==> src/rtl/pipelined_prefix_subtractor_32.sv <==
// Kogge-Stone subtractor A - B - Bin, one register stage per prefix level, valid/ready stream on both ends.
// Define PFX_SUB_FLAGS_EN to add the registered Ovf/Eq/Lts flags; otherwise those outputs are tied to 0.
module pipelined_prefix_subtractor_32 #(
    parameter int WIDTH = 32
) (
    input  logic             clk,
    input  logic             reset,
    input  logic             in_valid,
    output logic             in_ready,
    input  logic [WIDTH-1:0] A,
    input  logic [WIDTH-1:0] B,
    input  logic             Bin,
    output logic             out_valid,
    input  logic             out_ready,
    output logic [WIDTH-1:0] Diff,
    output logic             Bout,
    output logic             Ovf,
    output logic             Eq,
    output logic             Lts
);

    localparam int L = $clog2(WIDTH);

    logic             en;
    logic [L:0]       validD, validQ;
    logic [L:0]       cinD, cinQ;
    logic [WIDTH-1:0] pD     [0:L];
    logic [WIDTH-1:0] pQ     [0:L];
    logic [WIDTH-1:0] gD     [0:L];
    logic [WIDTH-1:0] gQ     [0:L];
    logic [WIDTH-1:0] pOrigD [0:L];
    logic [WIDTH-1:0] pOrigQ [0:L];

    logic [WIDTH:0]   carry;
    logic [WIDTH-1:0] diffD, diffQ;
    logic             boutD, boutQ;
    logic             outValidQ;

    // The whole pipeline advances together; it only freezes when a result is waiting on the consumer.
    assign en       = ~outValidQ | out_ready;
    assign in_ready = en;

    always_comb begin
        validD[0] = in_valid;
        cinD[0]   = ~Bin;
        pD[0]     = A ^ ~B;
        gD[0]     = A & ~B;
        pOrigD[0] = A ^ ~B;
        for (int k = 1; k <= L; k++) begin
            validD[k] = validQ[k-1];
            cinD[k]   = cinQ[k-1];
            pOrigD[k] = pOrigQ[k-1];
            // Low bits (i < span) see an all-ones mask so P passes through; G gets zero-filled shift.
            pD[k] = pQ[k-1] & ((pQ[k-1] << (1 << (k-1)))
                               | ((WIDTH'(1) << (1 << (k-1))) - WIDTH'(1)));
            gD[k] = gQ[k-1] | (pQ[k-1] & (gQ[k-1] << (1 << (k-1))));
        end
    end

    assign carry = {gQ[L] | (pQ[L] & {WIDTH{cinQ[L]}}), cinQ[L]};
    assign diffD = pOrigQ[L] ^ carry[WIDTH-1:0];
    assign boutD = ~carry[WIDTH];

    always_ff @(posedge clk or negedge reset) begin
        if (!reset) begin
            validQ    <= '0;
            cinQ      <= '0;
            outValidQ <= 1'b0;
            diffQ     <= '0;
            boutQ     <= 1'b0;
            for (int k = 0; k <= L; k++) begin
                pQ[k]     <= '0;
                gQ[k]     <= '0;
                pOrigQ[k] <= '0;
            end
        end else if (en) begin
            validQ    <= validD;
            cinQ      <= cinD;
            outValidQ <= validQ[L];
            diffQ     <= diffD;
            boutQ     <= boutD;
            for (int k = 0; k <= L; k++) begin
                pQ[k]     <= pD[k];
                gQ[k]     <= gD[k];
                pOrigQ[k] <= pOrigD[k];
            end
        end
    end

    assign out_valid = outValidQ;
    assign Diff      = diffQ;
    assign Bout      = boutQ;

`ifdef PFX_SUB_FLAGS_EN
    logic [L:0] signAD, signAQ;
    logic [L:0] signNbD, signNbQ;
    logic       ovfD, ovfQ;
    logic       eqD, eqQ;
    logic       ltsD, ltsQ;

    always_comb begin
        signAD[0]  = A[WIDTH-1];
        signNbD[0] = ~B[WIDTH-1];
        for (int k = 1; k <= L; k++) begin
            signAD[k]  = signAQ[k-1];
            signNbD[k] = signNbQ[k-1];
        end
    end

    // A and B have differing signs exactly when A's sign equals the inverted B sign.
    assign ovfD = (signAQ[L] == signNbQ[L]) & (diffD[WIDTH-1] != signAQ[L]);
    assign eqD  = ~|diffD;
    assign ltsD = diffD[WIDTH-1] ^ ovfD;

    always_ff @(posedge clk or negedge reset) begin
        if (!reset) begin
            signAQ  <= '0;
            signNbQ <= '0;
            ovfQ    <= 1'b0;
            eqQ     <= 1'b0;
            ltsQ    <= 1'b0;
        end else if (en) begin
            signAQ  <= signAD;
            signNbQ <= signNbD;
            ovfQ    <= ovfD;
            eqQ     <= eqD;
            ltsQ    <= ltsD;
        end
    end

    assign Ovf = ovfQ;
    assign Eq  = eqQ;
    assign Lts = ltsQ;
`else
    assign Ovf = 1'b0;
    assign Eq  = 1'b0;
    assign Lts = 1'b0;
`endif

endmodule

==> config.mk <==
export PLATFORM = sky130hd
export DESIGN_NAME = pipelined_prefix_subtractor_32
export DESIGN_NICKNAME = d
export VERILOG_FILES = /design/src/rtl/pipelined_prefix_subtractor_32.sv
export SDC_FILE = /design/constraint.sdc
export NUM_CORES = 1
export LEC_CHECK = 0
export ABC_CLOCK_PERIOD_IN_PS = 1450
export CORE_MARGIN = 3
export CORE_UTILIZATION = 50
export CTS_CLUSTER_DIAMETER = 50
export DETAILED_ROUTE_END_ITERATION = 10
export HOLD_SLACK_MARGIN = 0.05
export PLACE_DENSITY = 0.71
export SYNTH_ARGS = -nofsm -noshare
export SYNTH_HDL_FRONTEND = slang
export SYNTH_SLANG_ARGS = --single-unit
==> constraint.sdc <==
create_clock -name clk -period 1.45 [get_ports clk]
set_clock_uncertainty 0.2 [all_clocks]
set_input_delay 0.29 -clock clk [delete_from_list [all_inputs] [get_ports clk]]
set_output_delay 0.29 -clock clk [all_outputs]
set_load 0.01 [all_outputs]
* Word-level counts from Yosys, hierarchy flattened *
Index checks and enable logic that the tools add are counted.

word-level totals
  bits in registers = 590
  bits of input ports = 69
  word-level logic and storage cells = 47

operators by class
  bitwise gates (word level) = 25

operators by type and width
  kind                number
  AND 32 bit          12
  bitwise OR 32 bit   6
  bitwise XOR 32 bit  2
  inverter 32 bit     1
  inverter 1 bit      3
  bitwise OR 1 bit    1

* Longest topological paths before layout *
  word-level depth = 3
  mapped depth = 9
  mapped depth without buffers = 4

* Worst setup path before layout *
OpenSTA, ideal clock, no wires.

  path type = register -> output
  from = reg outValidQ, in the netlist out_valid
  to = out in_ready
  arrival time = 1.187 ns
  required time = 0.960 ns
  slack = -0.227 ns
  cell stages (with the launch flop) = 7
  buffers on the path = 4
  cell sequence = dfrtp_1 -> nor2b_2 -> buf_6 -> buf_6 -> inv_2 -> buf_2 -> buf_4

between the ends
  longest elaborated chain between the ends = 2

RTL lines
  item                    line  source
  start, declared         37    logic outValidQ;
  start signal, assigned  79    outValidQ <= validQ[L];
  inverter 1 bit          40    assign en = ~outValidQ | out_ready;
  bitwise OR 1 bit        40
  end, declared           9     output logic in_ready,

No other way between the ends.

* Worst setup path after layout *
  from = reg outValidQ, in the netlist out_valid
  to = reg pOrigQ (netlist bit pOrigD[92])

between the ends
  longest elaborated chain between the ends = 2

RTL lines
  item                           line  source
  inverter 1 bit                 40
  bitwise OR 1 bit               40
  end signal, assigned by index  85    pOrigQ[k] <= pOrigD[k];
  end, declared                  32    logic [WIDTH-1:0] pOrigQ [0:L];

No other way between the ends.
A chain may end at the register's enable or synchronous reset.

==> impl_metrics.tcl <==
set metrics [dict create \
    status "complete, but fails checks" \
    violations "negative setup slack" \
    total_power_w 0.0591 \
    multi_input_area_mm2 0.00791 \
    start_kind "register" \
    r2r-start "out_valid" \
    final_area_mm2 0.0292 \
    antenna_found_initial 0 \
    detail-route-antenna-nets 0 \
    io_buffer_count 103 \
    root_buffer "clkbuf_16" \
    synthToLayoutAreaGrowth_pct 24.4 \
    num_rows 78 \
    cts.sinks 585 \
    grt_pass1_wl_mm 95.4 \
    hpwl_mm 39.4 \
    drive_above_1_share 0.115 \
    rsz0062_at_grt "yes" \
    regArea_mm2 0.0146 \
    setup_viol 620 \
    track_usage 0.239 \
    cellPowerDensity_mw_per_mm2 2030 \
    end_kind "register" \
    leakagePower_nw 15.1 \
    tritoncts "done" \
    synthTopCellsByArea "dfrtp_1, nand2_1, a21oi_1" \
    synth_top_area_share 0.624 \
    synthesis.area_mm2 0.0235 \
    setup_ws_ns -0.498 \
    placed_area_mm2 0.0257 \
    die_w_um 223 \
    insertion_delay_ns 0.61 \
    syn-instance-count 2571 \
    min_period_ns 1.95 \
    fill_cells 3650 \
    min_path_type "primary input to async pin" \
    yosysWarningCount 0 \
    htreeDepth 2 \
    globalRoute.totalOverflow 0 \
    route.detailed.drc 0 \
    period_share 1.34 \
    dp_cells 3242 \
    criticalPathCategory "register to register" \
    yosysSeqAreaShare 0.624 \
    crit_start "out_valid" \
    grt_pass1_vias 17800 \
    hold_viol 0 \
    first_pass_iters 6 \
    cap_viol_max_count 0 \
    synthDistinctLibCells 21 \
    ir_drop_v 0.000991 \
    core_mm2 0.0459 \
    worstPathArrival_ns 2.30 \
    cp_max_fo 10 \
    io_pins 107 \
    die_height_um 223 \
    vias_per_cell 5.38 \
    syn_avg_cell_area_um2 9.12 \
    drt_iter0_markers 1779 \
    drv_slew 0 \
    final_nets 2887 \
    cts_made_buffers 58 \
    synth_largest_area_cell "dfrtp_1" \
    finalNonFillerCells 3427 \
    vias 18500 \
    cp.required_ns 1.81 \
    place_congestion 0.875 \
    clkTransAtPathRegs_ns 0.06 \
    drt_wl_total_mm 63.1 \
    grt_max_degree 78 \
    wl_per_cell_um 18.4 \
    initial_core_util 0.511 \
    fmax_ghz 0.513 \
    die_area_mm2 0.0495 \
    num_antenna_cells 0 \
    ys_ff_latch 585 \
    clockBufferDepth 3 \
]
-- cells in the mapped netlist (all sizes together) --
master  number
a21o         1
o21ai      160
ha          33
xor2        31
nor2         2
clkbuf      36
a21oi      160
nand3      129
nand2b       1
nor2b        1
dfrtp      585
a211oi       1
conb         1
inv         33
nand2     1297
buf        100
-- state kept, by name, summed over array words and instances (netlist names) --
register   count
pQ           155
out_valid      1
Diff          32
gQ           192
validQ         6
pOrigD       160
cinQ           6
pOrigQ        32
Bout           1
-- per-layer routing --
metal / vias to the layer above / wire length, µm / track usage
met5: - / 0 / 0
met4: 0 / 2150 / 0.0870
met3: 133 / 3540 / 0.0313
met2: 644 / 30700 / 0.387
met1: 9053 / 26700 / 0.335
li1: 8620 / - / -
-- worst max-delay path, cell delays in order, from the launching register on --
cell	delay, ns
dfrtp_1	0.36
nor2b_4	0.26
buf_4	0.17
buf_12	0.13
buf_4	0.16
buf_12	0.18
buf_12	0.12
clkbuf_16	0.15
nand2_1	0.06
nand2_1	0.08
-- kinds of logic after synthesis --
group,synth area share
xor+xnor,0.0116
fa+ha+maj,0.0176
buf+inv,0.0414
other cells,0.000160
flops,0.624
compound gates,0.0689
simple gates,0.236
-- timing repair --
item,4_1_cts,5_1_grt
hold buffers,3,0
resized for setup,186,36
endpoints found under the hold margin,587,0
cloned,14,25
endpoints found under the setup margin,619,620
setup buffers,23,20
-- layout by cell type, fill, tap and decap left out, types with 2 or more instances in the layout --
master / n
a21oi_1: 160
clkbuf_8: 14
buf_16: 18
buf_6: 15
buf_4: 78
buf_12: 47
clkbuf_16: 79
clkdlybuf4s50_1: 67
dfrtp_1: 585
o21ai_0: 160
bufinv_16: 3
buf_8: 3
buf_2: 29
nor2_1: 2
inv_6: 2
bufbuf_16: 8
nand3_2: 6
dlygate4sd3_1: 3
inv_1: 32
ha_1: 33
nand2_2: 8
clkbuf_1: 12
conb_1: 3
nand2_1: 1289
nand3_1: 123
clkinv_2: 10
xor2_1: 31
-- power by group --
| part | switching, W | internal [W] | leakage (nW) |
|---|---|---|---|
| logic | 0.00920 | 0.00778 | 6.62 |
| registers | 0.00515 | 0.0220 | 7.51 |
| clock network | 0.00626 | 0.00868 | 0.939 |
-- final cells by class --
type,count,share of cell area
inverter,33,0.00468
multi-input combinational,1819,0.271
clock buffer,85,0.0588
sequential,585,0.502
clock inverter,17,0.00605
timing repair buffer,288,0.132
tap,600,0.0257
-- final timing paths --
path | end | slack [ns] | depth (start not counted)
max | pOrigD[92] | -0.50 | 9
min | pOrigD[102] | 0.13 | 3
max reg2reg | pOrigD[92] | -0.50 | 9
min reg2reg | validQ[4] | 0.27 | 2
max in group asynchronous | Diff[22] | 0.45 | 4
min in group clk | pOrigD[139] | 0.15 | 5
-- per-stage QoR --
| step | setup WS (ns) | setup TNS [ns] | utilization | hold WS, ns |
|---|---|---|---|---|
| 2_1_floorplan | -0.138 | -49.02 | - | -0.206 |
| 3_3_place_gp | -0.656 | -318.96 | 0.561 | 0.192 |
| 3_5_place_dp | -0.657 | -326.86 | 0.561 | 0.195 |
| 4_1_cts | -0.517 | -190.88 | 0.616 | 0.124 |
| 5_1_grt | -0.528 | -224.30 | 0.636 | 0.134 |
| 6_report | -0.498 | -196.73 | 0.636 | 0.135 |
Note: power is estimated with default switching activity, not from simulation.
